<file path="src/rtl/window_buffer_9x9.sv">
// 9x9 sliding pixel window fed one 9-pixel column per accepted beat.
// Flags a window valid only once nine beats of the current line have been shifted in.
module window_buffer_9x9 #(
    parameter int unsigned COLS = 11,
    parameter int unsigned ROWS = 11
) (
    input  logic       clk,
    input  logic       rst,
    input  logic       done_i,
    input  logic [7:0] S1_i, S2_i, S3_i, S4_i, S5_i, S6_i, S7_i, S8_i, S9_i,
    output logic [7:0] S1_o,  S2_o,  S3_o,  S4_o,  S5_o,  S6_o,  S7_o,  S8_o,  S9_o,
    output logic [7:0] S10_o, S11_o, S12_o, S13_o, S14_o, S15_o, S16_o, S17_o, S18_o,
    output logic [7:0] S19_o, S20_o, S21_o, S22_o, S23_o, S24_o, S25_o, S26_o, S27_o,
    output logic [7:0] S28_o, S29_o, S30_o, S31_o, S32_o, S33_o, S34_o, S35_o, S36_o,
    output logic [7:0] S37_o, S38_o, S39_o, S40_o, S41_o, S42_o, S43_o, S44_o, S45_o,
    output logic [7:0] S46_o, S47_o, S48_o, S49_o, S50_o, S51_o, S52_o, S53_o, S54_o,
    output logic [7:0] S55_o, S56_o, S57_o, S58_o, S59_o, S60_o, S61_o, S62_o, S63_o,
    output logic [7:0] S64_o, S65_o, S66_o, S67_o, S68_o, S69_o, S70_o, S71_o, S72_o,
    output logic [7:0] S73_o, S74_o, S75_o, S76_o, S77_o, S78_o, S79_o, S80_o, S81_o,
    output logic       done_o,
    output logic       progress_done_o
);
    localparam int unsigned N  = 9;
    localparam int unsigned CW = $clog2(COLS);
    localparam int unsigned LW = $clog2(ROWS - 7);

    logic [7:0]    col_in [N];
    logic [7:0]    win    [N][N];
    logic [CW-1:0] col;
    logic [LW-1:0] line;
    logic          last_col;
    logic          last_line;

    assign col_in[0] = S1_i;
    assign col_in[1] = S2_i;
    assign col_in[2] = S3_i;
    assign col_in[3] = S4_i;
    assign col_in[4] = S5_i;
    assign col_in[5] = S6_i;
    assign col_in[6] = S7_i;
    assign col_in[7] = S8_i;
    assign col_in[8] = S9_i;

    assign last_col  = (col == CW'(COLS - 1));
    assign last_line = (line == LW'(ROWS - 9));

    // Window shift register: column 0 is oldest, column 8 receives the new column.
    always_ff @(posedge clk or negedge rst) begin
        if (!rst) begin
            for (int r = 0; r < N; r++) begin
                for (int c = 0; c < N; c++) begin
                    win[r][c] <= 8'h00;
                end
            end
        end else if (done_i) begin
            for (int r = 0; r < N; r++) begin
                for (int c = 0; c < N - 1; c++) begin
                    win[r][c] <= win[r][c+1];
                end
                win[r][N-1] <= col_in[r];
            end
        end
    end

    // Beat position within the frame and the window-valid / end-of-frame flags.
    always_ff @(posedge clk or negedge rst) begin
        if (!rst) begin
            col             <= '0;
            line            <= '0;
            done_o          <= 1'b0;
            progress_done_o <= 1'b0;
        end else if (done_i) begin
            done_o          <= (col >= CW'(8));
            progress_done_o <= last_col && last_line;
            if (last_col) begin
                col  <= '0;
                line <= last_line ? '0 : line + LW'(1);
            end else begin
                col  <= col + CW'(1);
            end
        end else begin
            done_o          <= 1'b0;
            progress_done_o <= 1'b0;
        end
    end

    assign S1_o  = win[0][0]; assign S2_o  = win[0][1]; assign S3_o  = win[0][2];
    assign S4_o  = win[0][3]; assign S5_o  = win[0][4]; assign S6_o  = win[0][5];
    assign S7_o  = win[0][6]; assign S8_o  = win[0][7]; assign S9_o  = win[0][8];
    assign S10_o = win[1][0]; assign S11_o = win[1][1]; assign S12_o = win[1][2];
    assign S13_o = win[1][3]; assign S14_o = win[1][4]; assign S15_o = win[1][5];
    assign S16_o = win[1][6]; assign S17_o = win[1][7]; assign S18_o = win[1][8];
    assign S19_o = win[2][0]; assign S20_o = win[2][1]; assign S21_o = win[2][2];
    assign S22_o = win[2][3]; assign S23_o = win[2][4]; assign S24_o = win[2][5];
    assign S25_o = win[2][6]; assign S26_o = win[2][7]; assign S27_o = win[2][8];
    assign S28_o = win[3][0]; assign S29_o = win[3][1]; assign S30_o = win[3][2];
    assign S31_o = win[3][3]; assign S32_o = win[3][4]; assign S33_o = win[3][5];
    assign S34_o = win[3][6]; assign S35_o = win[3][7]; assign S36_o = win[3][8];
    assign S37_o = win[4][0]; assign S38_o = win[4][1]; assign S39_o = win[4][2];
    assign S40_o = win[4][3]; assign S41_o = win[4][4]; assign S42_o = win[4][5];
    assign S43_o = win[4][6]; assign S44_o = win[4][7]; assign S45_o = win[4][8];
    assign S46_o = win[5][0]; assign S47_o = win[5][1]; assign S48_o = win[5][2];
    assign S49_o = win[5][3]; assign S50_o = win[5][4]; assign S51_o = win[5][5];
    assign S52_o = win[5][6]; assign S53_o = win[5][7]; assign S54_o = win[5][8];
    assign S55_o = win[6][0]; assign S56_o = win[6][1]; assign S57_o = win[6][2];
    assign S58_o = win[6][3]; assign S59_o = win[6][4]; assign S60_o = win[6][5];
    assign S61_o = win[6][6]; assign S62_o = win[6][7]; assign S63_o = win[6][8];
    assign S64_o = win[7][0]; assign S65_o = win[7][1]; assign S66_o = win[7][2];
    assign S67_o = win[7][3]; assign S68_o = win[7][4]; assign S69_o = win[7][5];
    assign S70_o = win[7][6]; assign S71_o = win[7][7]; assign S72_o = win[7][8];
    assign S73_o = win[8][0]; assign S74_o = win[8][1]; assign S75_o = win[8][2];
    assign S76_o = win[8][3]; assign S77_o = win[8][4]; assign S78_o = win[8][5];
    assign S79_o = win[8][6]; assign S80_o = win[8][7]; assign S81_o = win[8][8];

endmodule

</file>
<file path="config.mk">
export PLATFORM = sky130hd
export DESIGN_NAME = window_buffer_9x9
export DESIGN_NICKNAME = d
export VERILOG_FILES = /design/src/rtl/window_buffer_9x9.sv
export SDC_FILE = /design/constraint.sdc
export NUM_CORES = 1
export LEC_CHECK = 0
export CORE_AREA = 2 2 283 285
export DETAILED_ROUTE_END_ITERATION = 10
export DIE_AREA = 0 0 285 287
export PLACE_DENSITY = 0.69
export REMOVE_ABC_BUFFERS = 1
export SLEW_MARGIN = 20
export SYNTH_ARGS = -nofsm -noshare
export SYNTH_HDL_FRONTEND = slang
export SYNTH_SLANG_ARGS = --single-unit
export TNS_END_PERCENT = 30
</file>
<file path="constraint.sdc">
create_clock -name clk -period 1.5 [get_ports clk]
set_input_delay 0.45 -clock clk [delete_from_list [all_inputs] [get_ports clk]]
set_output_delay 0.45 -clock clk [all_outputs]
set_load 0.01 [all_outputs]
</file>
# --- Word level (Yosys, flattened, before mapping) ---
# Index checks and enable logic that the tools add are counted.
totals:
  regBits: 656
  input_bits: 75
  out_inout_bits: 650
  elab_cells: 96
op_classes:
  n_addsub: 2
  order_cmp: 1
  n_eq_ne: 2
  mux: 4
  reduce_logical: 2
op_table:
  columns: ["op", "count"]
  rows:
  - ["4-bit by 1-bit adder with 4-bit output (second input constant)", 1]
  - ["4-bit equality test (second input constant)", 1]
  - ["4-bit greater-or-equal comparator (second input constant)", 1]
  - ["4-bit 2-to-1 mux", 1]
  - ["2-bit by 1-bit adder with 2-bit output (second input constant)", 1]
  - ["2-bit equality test (second input constant)", 1]
  - ["1-bit 2-to-1 mux", 2]
  - ["2-bit 2-to-1 mux", 1]
  - ["2-bit AND reduction", 1]
  - ["1-bit logical AND", 1]

# --- Longest topological paths before layout ---
logic_depth:
  depth_word: 3
  depth_mapped: 5
  mapped_depth_nobuf: 3

# --- Least setup slack after synthesis ---
# No wires, ideal clock.
synth_timing:
  kind: "input-to-reg"
  start: "input port done_i"
  end: "register line[0]"
  setup_ns: 0.128
  arrival_time_ns: 1.206
  required_time_ns: 1.372
  slack_ns: 0.166
  cell_stages: 4
  n_path_buf: 1
  path_cell_list: "buf_6 > nand2_1 > nor3b_2 > mux2_1"
synth_between:
  elab_chain_cells: 1
synth_rtl:
  columns: ["element", "line", "text"]
  rows:
  - ["start, declared", "9", "input logic done_i,"]
  - ["2-bit AND reduction (no source line)", null, null]
  - ["end signal, assigned", "77", "line <= last_line ? '0 : line + LW'(1);"]
  - ["end, declared", "30", "logic [LW-1:0] line;"]
# Every way passes these cells.
# A chain may end at the register's enable or synchronous reset.

# --- Worst setup path in the final report ---
layout_timing:
  start: "register win, in the netlist S75_o[1]"
  end: "output port S75_o[1]"
layout_rtl:
  columns: ["element", "line", "text"]
  rows:
  - ["start, declared", "28", "logic [7:0] win [N][N];"]
  - ["start signal, assigned by index", "58", "win[r][c] <= win[r][c+1];"]
  - ["start signal, assigned by index", "60", "win[r][N-1] <= col_in[r];"]
  - ["end, declared", "19", "output logic [7:0] S73_o, S74_o, S75_o, S76_o, S77_o, S78_o, S79_o, S80_o, S81_o,"]
# No word-level cell between the ends.

==> run metrics <==
status complete, but fails checks; violated checks setup timing; Pre-antenna DRT Iters 4; power per cell area 1810 nW/µm²; leading cell type in the layout, fill and taps excluded mux2_2; area taken by flip-flops and latches 16400 µm²; kind of start point of the critical path register; measured slew at the worst slew-check pin 0.513 ns; top library cells by usage in the layout, fill and taps aside mux2_2 (648), dfrtp_1 (647), buf_4 (452); total gr overflow 0; WL/cell 19.0 µm; endpoints failing setup 650; cell depth of the worst min-delay path 2; area occupied by multi-input gates 7450 µm²; WP data arrival 1.20 ns; antenna violations before repair 4; placed insts 3245; Total Die Area 81800 µm²; Residual DRC 0; number of max-capacitance violations reported 0; number of pins exceeding their max-slew limit in the final report 0; hold slack final 0.252 ns; post-synthesis cell count 1398; Worst R2R End line[0]$_DFFE_PN0P_; first-pass GRT wire length 108 mm; last weighted congestion value of the routability-driven placer 0.859; Skew-Pair Late Insertion Delay 0.60 ns; final std cells w/o fill 3709; critical path buffer and inverter count 1; Worst Reg-to-Reg Cells 3; drt first-iter violations 588; fillcell total 6751; Reg2Reg Launch Point col[2]$_DFFE_PN0P_; post-route setup slack -0.154 ns; category of the worst setup path capture point output pin; library cell used as clock root buffer clkbuf_16; Synth cell types 17; library cell contributing the largest single delay on the critical path dfrtp_1; Yosys warnings 0; sequential area share after synthesis 0.665; Final Hold Vio Count 0; Std-Cell Core Area 78600 µm²; cell-by-cell trace of the critical path buf_2; unrepaired setup endpoints after global routing true; skew final 0.0236 ns; drt total wl 70.5 mm; final critical-path required period 1.65 ns; initial core utilization 0.314; Post-layout nets 2680; Vert. Die Dim 287 µm; post-synthesis average cell area 17.7 µm²; CTS sink cnt 656; max frequency 604 MHz; number of vias per cell after detailed routing 4.42; area of the mapped netlist 24700 µm²; post-DP HPWL 49.5 mm; clk slew on worst S/H paths 0.06 ns; end of the worst hold path S65_o[2]$_DFFE_PN0P_; via count of the first global-routing pass 18100; total of buffers placed on input and output ports 724; H-tree levels 3; maximum number of pins on one net before global-route repair 92; Reg2Reg Setup Slack 0.12 ns; CTS tree built; maximum vdd drop 0.00116 V; source of the worst hold timing path done_i; total number of vias 16400; Layout Area Growth over Synthesis 51.9%; maximum net fanout on the critical path 3; Std-Cell Rows 103; total CTS buffers 73; Tcrit/Tclk final 1.10; fraction of final layout cells sized beyond drive strength 1 0.714; maximum clock insertion buffer count 3; Crit path max-delay family flip-flops; number of nets with antenna violations after routing 0; Leakage Power 0.0176 µW; Seq cells post-synth 656; Total GRT Usage 0.168; tightest slew margin relative to the limit 0.658; category of the critical setup timing path register to output pin; Die Width 285 µm; data required time at the worst endpoint 1.05 ns; Ports 725; delay of the slowest cell on the worst path 0.44 ns; worst hold-check path type input port to register
where the power goes:
part,internal (µW),leakage (µW),switching (µW),total (µW)
sequential,22900,0.00776,4060,27000
combinational,13500,0.00868,9210,22800
clock,10900,0.00118,7280,18100
worst max path at each step:
stage | start | cells past startpoint | endpoint
after detailed placement | done_i | 4 | S44_o[2]$_DFFE_PN0P_
after global routing | S6_o[5]$_DFFE_PN0P_ | 1 | S6_o[5]
after CTS | S11_o[6]$_DFFE_PN0P_ | 1 | S11_o[6]
final | S75_o[1]$_DFFE_PN0P_ | 1 | S75_o[1]
after floorplan | col[2]$_DFFE_PN0P_ | 3 | line[0]$_DFFE_PN0P_
after global placement | done_i | 4 | S27_o[7]$_DFFE_PN0P_
layout make-up:
class                           count  share of cell area
Antenna cell                        1           0.0000667
Clock buffer                      104              0.0551
Clock inverter                     24             0.00974
Multi-Input combinational cell    669               0.199
Sequential cell                   656               0.438
Tap cell                         1050              0.0350
Timing Repair Buffer             1205               0.264
cells by family after synthesis:
kind of cell           count (synthesis)  synth area share
flip-flops                           656             0.665
multiplexers                         651             0.297
buffers and inverters                 73            0.0333
AND/OR/NAND/NOR                       12           0.00319
AO/OA/AOI/OAI                          5           0.00137
XOR/XNOR                               1          0.000355
Yosys cell counts, drive strengths merged:
cell / n / share of area
nand3: 1 / 0.00020
dfrtp: 656 / 0.66
mux2i: 1 / 0.00041
nor2b: 4 / 0.0010
nand2: 2 / 0.00030
nor2: 1 / 0.00015
a21bo: 1 / 0.00041
a22o: 1 / 0.00035
nor3b: 1 / 0.00051
xnor2: 1 / 0.00035
and4b: 1 / 0.00041
and2: 1 / 0.00025
o21ai: 3 / 0.00061
mux2: 650 / 0.30
buf: 73 / 0.033
and3b: 1 / 0.00035
per-stage QoR:
| stage | TNS (ns) | power, µW | setup WS, ns | area [µm²] | util |
|---|---|---|---|---|---|
| 2_1_floorplan | 0 | 33500 | 0.247 | 23900 | - |
| 6_report | -53.09 | 67900 | -0.154 | 37500 | 0.477 |
| 5_1_grt | -91.46 | 71200 | -0.206 | 37500 | 0.477 |
| 3_3_place_gp | -26.55 | 48200 | -0.0911 | 33900 | 0.431 |
| 4_1_cts | -98.07 | 66900 | -0.218 | 36600 | 0.466 |
| 3_5_place_dp | -34.86 | 48800 | -0.122 | 33900 | 0.431 |
metal layers:
metal,wire length [µm],share of wire,up-vias,track usage
met5,18,0.00026,-,0
met4,2460,0.035,4,0.0665
met3,5390,0.076,134,0.0506
met2,36700,0.52,535,0.300
met1,25900,0.37,8326,0.186
li1,-,-,7397,-
repair_timing:
item | in CTS | in global routing
resized for setup | 2756 | 248
buffers inserted | 281 | 53
hold buffers | 1 | 0
endpoints found under the setup margin | 650 | 650
hold endpoints to repair | 223 | 0
(Power assumes the default switching activity.)
